<file path="config.mk">
export PLATFORM = sky130hd
export DESIGN_NAME = cond_logic
export DESIGN_NICKNAME = d
export VERILOG_FILES = /design/src/rtl/cond_logic_pkg.sv /design/src/rtl/cond_logic_check.sv /design/src/rtl/cond_logic.sv
export SDC_FILE = /design/constraint.sdc
export NUM_CORES = 1
export LEC_CHECK = 0
export BUFFER_PORTS_ARGS = -buffer_cell sky130_fd_sc_hd__buf_2
export CORE_AREA = 2 2 39 41
export DETAILED_ROUTE_END_ITERATION = 10
export DIE_AREA = 0 0 41 43
export PLACE_DENSITY_LB_ADDON = 0.12
export SYNTH_ARGS = -nofsm -noshare
export SYNTH_HDL_FRONTEND = slang
export SYNTH_HIERARCHICAL = 1
export SYNTH_SLANG_ARGS = --single-unit
</file>
<file path="constraint.sdc">
create_clock -name CLK -period 2.2 [get_ports CLK]
set_clock_uncertainty 0.1 [all_clocks]
set_input_delay 0.44 -clock CLK [delete_from_list [all_inputs] [get_ports CLK]]
set_output_delay 0.44 -clock CLK [all_outputs]
set_load 0.02 [all_outputs]
</file>
<file path="src/rtl/cond_logic_pkg.sv">
// Shared condition-code encodings, flag bit positions and FlagW bit meanings
// for the conditional-execution block and its condition checker.
package cond_logic_pkg;

   // Condition field encodings (Instr[31:28])
   localparam logic [3:0] COND_EQ = 4'b0000;
   localparam logic [3:0] COND_NE = 4'b0001;
   localparam logic [3:0] COND_CS = 4'b0010;
   localparam logic [3:0] COND_CC = 4'b0011;
   localparam logic [3:0] COND_MI = 4'b0100;
   localparam logic [3:0] COND_PL = 4'b0101;
   localparam logic [3:0] COND_VS = 4'b0110;
   localparam logic [3:0] COND_VC = 4'b0111;
   localparam logic [3:0] COND_HI = 4'b1000;
   localparam logic [3:0] COND_LS = 4'b1001;
   localparam logic [3:0] COND_GE = 4'b1010;
   localparam logic [3:0] COND_LT = 4'b1011;
   localparam logic [3:0] COND_GT = 4'b1100;
   localparam logic [3:0] COND_LE = 4'b1101;
   localparam logic [3:0] COND_AL = 4'b1110;
   localparam logic [3:0] COND_NV = 4'b1111;

   // Bit positions inside the {N,Z,C,V} flag vector
   localparam int FLAG_N = 3;
   localparam int FLAG_Z = 2;
   localparam int FLAG_C = 1;
   localparam int FLAG_V = 0;

   // FlagW bit meanings: [1] writes N,Z; [0] writes C,V
   localparam int FLAGW_NZ = 1;
   localparam int FLAGW_CV = 0;

   function automatic logic cond_eval(input logic [3:0] cond, input logic [3:0] flags);
      logic n, z, c, v;
      logic pass;
      n = flags[FLAG_N];
      z = flags[FLAG_Z];
      c = flags[FLAG_C];
      v = flags[FLAG_V];
      pass = 1'b0;
      case (cond)
         COND_EQ: pass = z;
         COND_NE: pass = ~z;
         COND_CS: pass = c;
         COND_CC: pass = ~c;
         COND_MI: pass = n;
         COND_PL: pass = ~n;
         COND_VS: pass = v;
         COND_VC: pass = ~v;
         COND_HI: pass = c & ~z;
         COND_LS: pass = ~c | z;
         COND_GE: pass = (n == v);
         COND_LT: pass = (n != v);
         COND_GT: pass = ~z & (n == v);
         COND_LE: pass = z | (n != v);
         COND_AL: pass = 1'b1;
         COND_NV: pass = 1'b1;
         default: pass = 1'b0;
      endcase
      return pass;
   endfunction

endpackage

</file>
<file path="src/rtl/cond_logic_check.sv">
// Combinational condition checker: evaluates the 4-bit condition field
// against the registered {N,Z,C,V} flags.
module cond_check
   import cond_logic_pkg::*;
(
   input  logic [3:0] Cond,
   input  logic [3:0] Flags,
   output logic       CondEx
);

   always_comb begin
      CondEx = cond_eval(Cond, Flags);
   end

endmodule

</file>
<file path="src/rtl/cond_logic.sv">
// Conditional-execution unit: flag register, condition gating of PC/reg/mem
// writes, and (with COND_PERF_CNT_EN) saturating executed/squashed counters.
module cond_logic
   import cond_logic_pkg::*;
#(
   parameter logic [3:0] FLAG_RST = 4'b0000
`ifdef COND_PERF_CNT_EN
   ,parameter int CNT_W = 16
`endif
)(
   input  logic       CLK,
   input  logic       RSTn,
   input  logic       InstrValid,
   input  logic [3:0] Cond,
   input  logic [3:0] ALUFlags,
   input  logic [1:0] FlagW,
   input  logic       PCS,
   input  logic       RegW,
   input  logic       MemW,
   output logic       PCSrc,
   output logic       RegWrite,
   output logic       MemWrite,
   output logic       CondEx,
   output logic [3:0] Flags
`ifdef COND_PERF_CNT_EN
   ,output logic [CNT_W-1:0] ExecCnt,
   output logic [CNT_W-1:0] SquashCnt
`endif
);

   logic issue;

   cond_check u_cond_check (
      .Cond   (Cond),
      .Flags  (Flags),
      .CondEx (CondEx)
   );

   // Requests are suppressed during reset; CondEx itself is not.
   assign issue    = InstrValid & CondEx & RSTn;
   assign PCSrc    = PCS  & issue;
   assign RegWrite = RegW & issue;
   assign MemWrite = MemW & issue;

   always_ff @(posedge CLK) begin
      if (!RSTn) begin
         Flags <= FLAG_RST;
      end else if (InstrValid && CondEx) begin
         if (FlagW[FLAGW_NZ]) begin
            Flags[FLAG_N] <= ALUFlags[FLAG_N];
            Flags[FLAG_Z] <= ALUFlags[FLAG_Z];
         end
         if (FlagW[FLAGW_CV]) begin
            Flags[FLAG_C] <= ALUFlags[FLAG_C];
            Flags[FLAG_V] <= ALUFlags[FLAG_V];
         end
      end
   end

`ifdef COND_PERF_CNT_EN
   localparam logic [CNT_W-1:0] CNT_MAX = {CNT_W{1'b1}};

   // Both counters stick at all-ones rather than wrapping.
   always_ff @(posedge CLK) begin
      if (!RSTn) begin
         ExecCnt   <= '0;
         SquashCnt <= '0;
      end else if (InstrValid) begin
         if (CondEx && (ExecCnt != CNT_MAX)) begin
            ExecCnt <= ExecCnt + 1'b1;
         end
         if (!CondEx && (SquashCnt != CNT_MAX)) begin
            SquashCnt <= SquashCnt + 1'b1;
         end
      end
   end
`endif

endmodule

</file>
## Word-level counts from Yosys, hierarchy flattened

Cells that the tools add are included.

- Bitwise gates (word level): 13
- Muxes and demuxes: 1
- Reduce and logical (&&, ||, !) cells: 5
- Equal/unequal tests: 17

Operator list:

| kind | number |
|---|---|
| $eq 4x4->1 const B | 8 |
| $eq 4x3->1 const B | 4 |
| $pmux 1 s15 | 1 |
| $eq 4x2->1 const B | 2 |
| $and 1x1->1 | 7 |
| $eq 4x1->1 const B | 1 |
| $logic_not 4->1 | 1 |
| $not 1->1 | 4 |
| $reduce_and 2->1 | 2 |
| $or 1x1->1 | 2 |
| $reduce_or 2->1 | 1 |
| $eq 1x1->1 | 1 |
| $logic_and 1x1->1 | 1 |
| $ne 1x1->1 | 1 |

- Logic and storage cells: 38
- Bits of input ports: 16
- Output and inout port bits: 8
- Bits in registers: 4

## Longest topological paths before layout

- Word-level depth: 6
- Mapped depth: 8
- Gate-level depth less buffers: 7

## Cells and area by module

Netlist, hierarchy kept.

Modules (own cells, without submodules):

| module | seq. area each (um^2) | cells an instance | instances | area each (um^2) |
|---|---|---|---|---|
| cond_logic | 80.1 | 23 | 1 | 203.9 |
| cond_check | 0.0 | 29 | 1 | 201.4 |

## Worst setup path before layout

No wires, ideal clock.

- Path type: input port to output port
- Start: in Cond[0]
- End: out PCSrc
- Setup slack: -372 ps
- Arrival: 2032 ps
- Required time: 1660 ps
- Path buffers: 1
- Cell stages on the path: 8
- Cells stage by stage: buf_6 xor2_1 or4_1 nand2_1 a22oi_1 o21ai_1 and3_4 and2_1

- Longest elaborated chain between the ends: 6
- Elaborated cells between the ends (all ways): 21
- Classes of those cells: 15 x eq/ne; 1 x mux; 3 x bitwise; 2 x reduce/logical

RTL lines:

| what | RTL line | text |
|---|---|---|
| start, declared | cond_logic.sv:14 | `input logic [3:0] Cond,` |
| $eq 4x4->1 | cond_logic_pkg.sv:41 | `case (cond)` |
| $reduce_or 2->1 (no line) | - |  |
| $pmux 1 s15 * | cond_logic_pkg.sv:41 |  |
| named net CondEx | cond_logic.sv:23 | `output logic CondEx,` |
| $and 1x1->1 * (2 in series) | cond_logic.sv:40 | `assign issue = InstrValid & CondEx & RSTn;` |
| $and 1x1->1 * | cond_logic.sv:41 | `assign PCSrc = PCS & issue;` |
| end, declared | cond_logic.sv:20 | `output logic PCSrc,` |

Mark *: on every way through the listed nets, which the timed path passes. The rest lies on a longest branch.

## Worst setup path in the final report

- Start: reg Flags[0]
- End: out PCSrc

- Longest elaborated chain between the ends: 6
- Elaborated cells between the ends (all ways): 9
- Classes of those cells: 2 x eq/ne; 1 x mux; 6 x bitwise

RTL lines:

| what | RTL line | text |
|---|---|---|
| start, declared | cond_logic.sv:24 | `output logic [3:0] Flags` |
| start signal, assigned by index | cond_logic.sv:50 | `Flags[FLAG_N] <= ALUFlags[FLAG_N];` |
| start signal, assigned by index | cond_logic.sv:51 | `Flags[FLAG_Z] <= ALUFlags[FLAG_Z];` |
| start signal, assigned by index | cond_logic.sv:54 | `Flags[FLAG_C] <= ALUFlags[FLAG_C];` |
| $ne 1x1->1 or $eq 1x1->1 (tied branches) | - |  |
| $or 1x1->1 or $and 1x1->1 (tied branches) | cond_logic_pkg.sv:55, cond_logic_pkg.sv:54 |  |
| $pmux 1 s15 * | cond_logic_pkg.sv:41 |  |
| $and 1x1->1 * (2 in series) | cond_logic.sv:40 |  |
| $and 1x1->1 * | cond_logic.sv:41 |  |

Every way passes the cells marked *; elsewhere a longest branch is shown, timed or not.

==> run metrics <==
critical path class=flip-flop to output pin; Tcrit/Tclk final=106%; Top FF cell, synth=dfxtp_1; post-DP HPWL=around 820 um; layout overhead on the synthesized area=63.3%; crit-path leading delay family=simple AND/OR/NAND/NOR gates; die height=43 um; Reg clk slew, reported paths=approximately 0.040 ns; GPL Wtd Cong=about 0.66; footprint of the multi-input gates=between 300 and 400 sq um; H-tree depth=1; overall routing resource usage=between 10% and 20%; Simple-Gate Fraction of Synth Area=between 30% and 40%; peak supply drop=approximately 270 uV; Worst-Skew Late Latency=0.23 ns; I/O Buffers=23; Tmin final=roughly 2.3 ns; WP data arrival=roughly 1.8 ns; Power Density=around 420 nW/um^2; CP Capture Type=output pin; register area share after synthesis=19.8%; critical path's largest stage delay=slightly below 0.4 ns; Final Hold Viols=0; Worst-Margin Slew=~0.28 ns; complex-gate fraction of the synthesized area=about 18%; WP data required=approximately 1.7 ns; Syn Nets=68; die width=between 40 and 50 um; EDFF count, synth=0; fraction of layout cells with a size suffix above 1=58.8%; final net count=slightly above 100; post-synthesis cell type count=27; Syn. warnings=6; Post-Syn Area=405 sq um; io pins=24; Synth Area in XOR/XNOR=under 10%; most flop-heavy register=Flags; maximum clock path buffer count=2; # fillers=150; crit path max-delay cell type=or4_1; Final setup viols=3; Core Area=1380 sq um; adder-cell share of the synthesized area=0%; largest registers=Flags: 4 flops; first-pass GRT wire length=roughly 1800 um; Cell Area, Placed=about 590 sq um; Fmax=between 400 and 500 MHz; register bit count reported by yosys=4; total vias in the final route=~470; Vias/cell=about 4.7; Reg area=between 80 and 90 sq um; largest family of logic cells by synthesized area=simple AND/OR/NAND/NOR gates; Rows=14; drt first-iter violations=1; failing checks=setup timing; RSZ-0062 raised after global routing=true; DRC viols=0; Mapped Cells=52; maximum capacitance violations=0; CTS Sinks=4; vias in the first global route=between 400 and 500; setup TNS=-0.374 ns; CP Launch Type=flip-flop; wire per inst=a little under 10 um; DRT Wirelength=approximately 1000 um; grt ovf=0; DR pass1 iterations=2; Leak=~0.00035 uW; Routed Antenna Nets=0; Root Driver=clkbuf_4; initial antenna violation count=0; Final Max Tran Viols=0; Synth async-reset ratio=0%; Starting Density=between 20% and 30%; final std cell area, no fill=between 600 and 700 sq um; max reg flops=4; fin util=47.8%; Buf/Inv on CP=1; syn avg cell area=around 7.8 sq um; overall power=approximately 280 uW; WHS=0.336 ns; status=complete, but fails checks; CTS buffer count=3; crit path cell chain=xor2_2 > or4_1 > nand2_1 > a22oi_2 > o21ai_2 > and3_4 > and2_4 > buf_6; Critical Path Fanout Max=3; TritonCTS clock tree=yes; largest net degree at the start of global routing=10; final worst slack=-0.126 ns; Die Area=~1800 sq um; Rel. slew slack=between 80 and 90%; ANT cells=0; HP Class=input pin to flip-flop; mux contribution to synthesized area=under 10%
## metrics by stage
step                worst slack (ns)  std cells
floorplan                     -0.122         52
global placement              -0.201         97
detailed placement            -0.199         97
CTS                           -0.135        100
global route                  -0.219        101
finish                        -0.126        101
## cell type report
class | count | area share, %
multi-input cells | 44 | 47.3
repair buffers | 33 | 32.5
flip-flops and latches | 4 | 13.2
clock buffers | 3 | 3.40
well taps | 16 | 3.02
inverters | 1 | 0.567
## power by group
group	switching (uW)	internal [uW]	leakage, uW
logic	50.5	58.7	0.000299
registers	4.90	76.3	0.0000347
clock network	28.8	60.9	0.0000138
total	84.2	196	0.000348
## worst paths after layout
kind	from	end	slack, ns	cells after the start
setup reg to reg	Flags[3]$_SDFFE_PN0P_	Flags[3]$_SDFFE_PN0P_	0.47	9
hold reg to reg	Flags[1]$_SDFFE_PN0P_	Flags[1]$_SDFFE_PN0P_	0.38	2
hold / removal	ALUFlags[0]	Flags[0]$_SDFFE_PN0P_	0.34	3
setup / recovery	Flags[0]$_SDFFE_PN0P_	PCSrc	-0.13	8
## metal layers
metal | GRT usage (%) | part of all wire (%) | vias to the layer above
met5 | 0 | 0 | -
met4 | 6.00 | 1.6 | 0
met3 | 3.66 | 6.3 | 2
met2 | 23.1 | 49 | 14
met1 | 17.7 | 43 | 206
li1 | - | - | 251
## tightest hold or removal path: cells and delay by family
kind / cells / cell delay [ns]
AND/OR/NAND/NOR: 1 / 0.04
buffers and inverters: 1 / 0.09
multiplexers: 1 / 0.05
## layout by cell type, fill, tap and decap left out, types with 2 or more instances in the layout
cell      instances
a21oi_1           3
a22oi_2           2
and2_4            3
and3b_1           2
buf_2            19
buf_4            10
buf_6             4
clkbuf_4          3
dfxtp_2           3
mux2i_1           4
nand2_1          10
nand3_1           2
nor2_1            2
nor2b_1           2
xnor2_1           3
## synthesized netlist by cell type, drive strengths merged, types with 2 or more instances
cell / instances / area share (%)
buf: 3 / 7.4
o21ai: 2 / 2.5
mux2i: 4 / 9.9
xnor2: 3 / 6.5
and3b: 2 / 4.3
and2: 3 / 5.2
nor2b: 2 / 3.1
a21oi: 3 / 3.7
nor2: 2 / 1.9
and3: 2 / 4.3
nand3: 2 / 2.5
a22oi: 2 / 4.9
nand2: 10 / 9.3
dfxtp: 4 / 20
## cells by family after synthesis
kind of cell              count (synthesis)
and+or+nand+nor                          26
AOI/OAI and AO/OA                        10
xor gates and xnor gates                  4
muxes                                     4
DFF                                       4
buffers and inverters                     4
## timing repair
action	CTS	global route
pin swaps	1	0
endpoints found under the setup margin	4	4
buffers inserted	0	1
hold buffers	0	0
resized for setup	13	2
gates cloned	0	0
hold endpoints to repair	0	0
No activity file was read; power rests on OpenSTA's default activity.
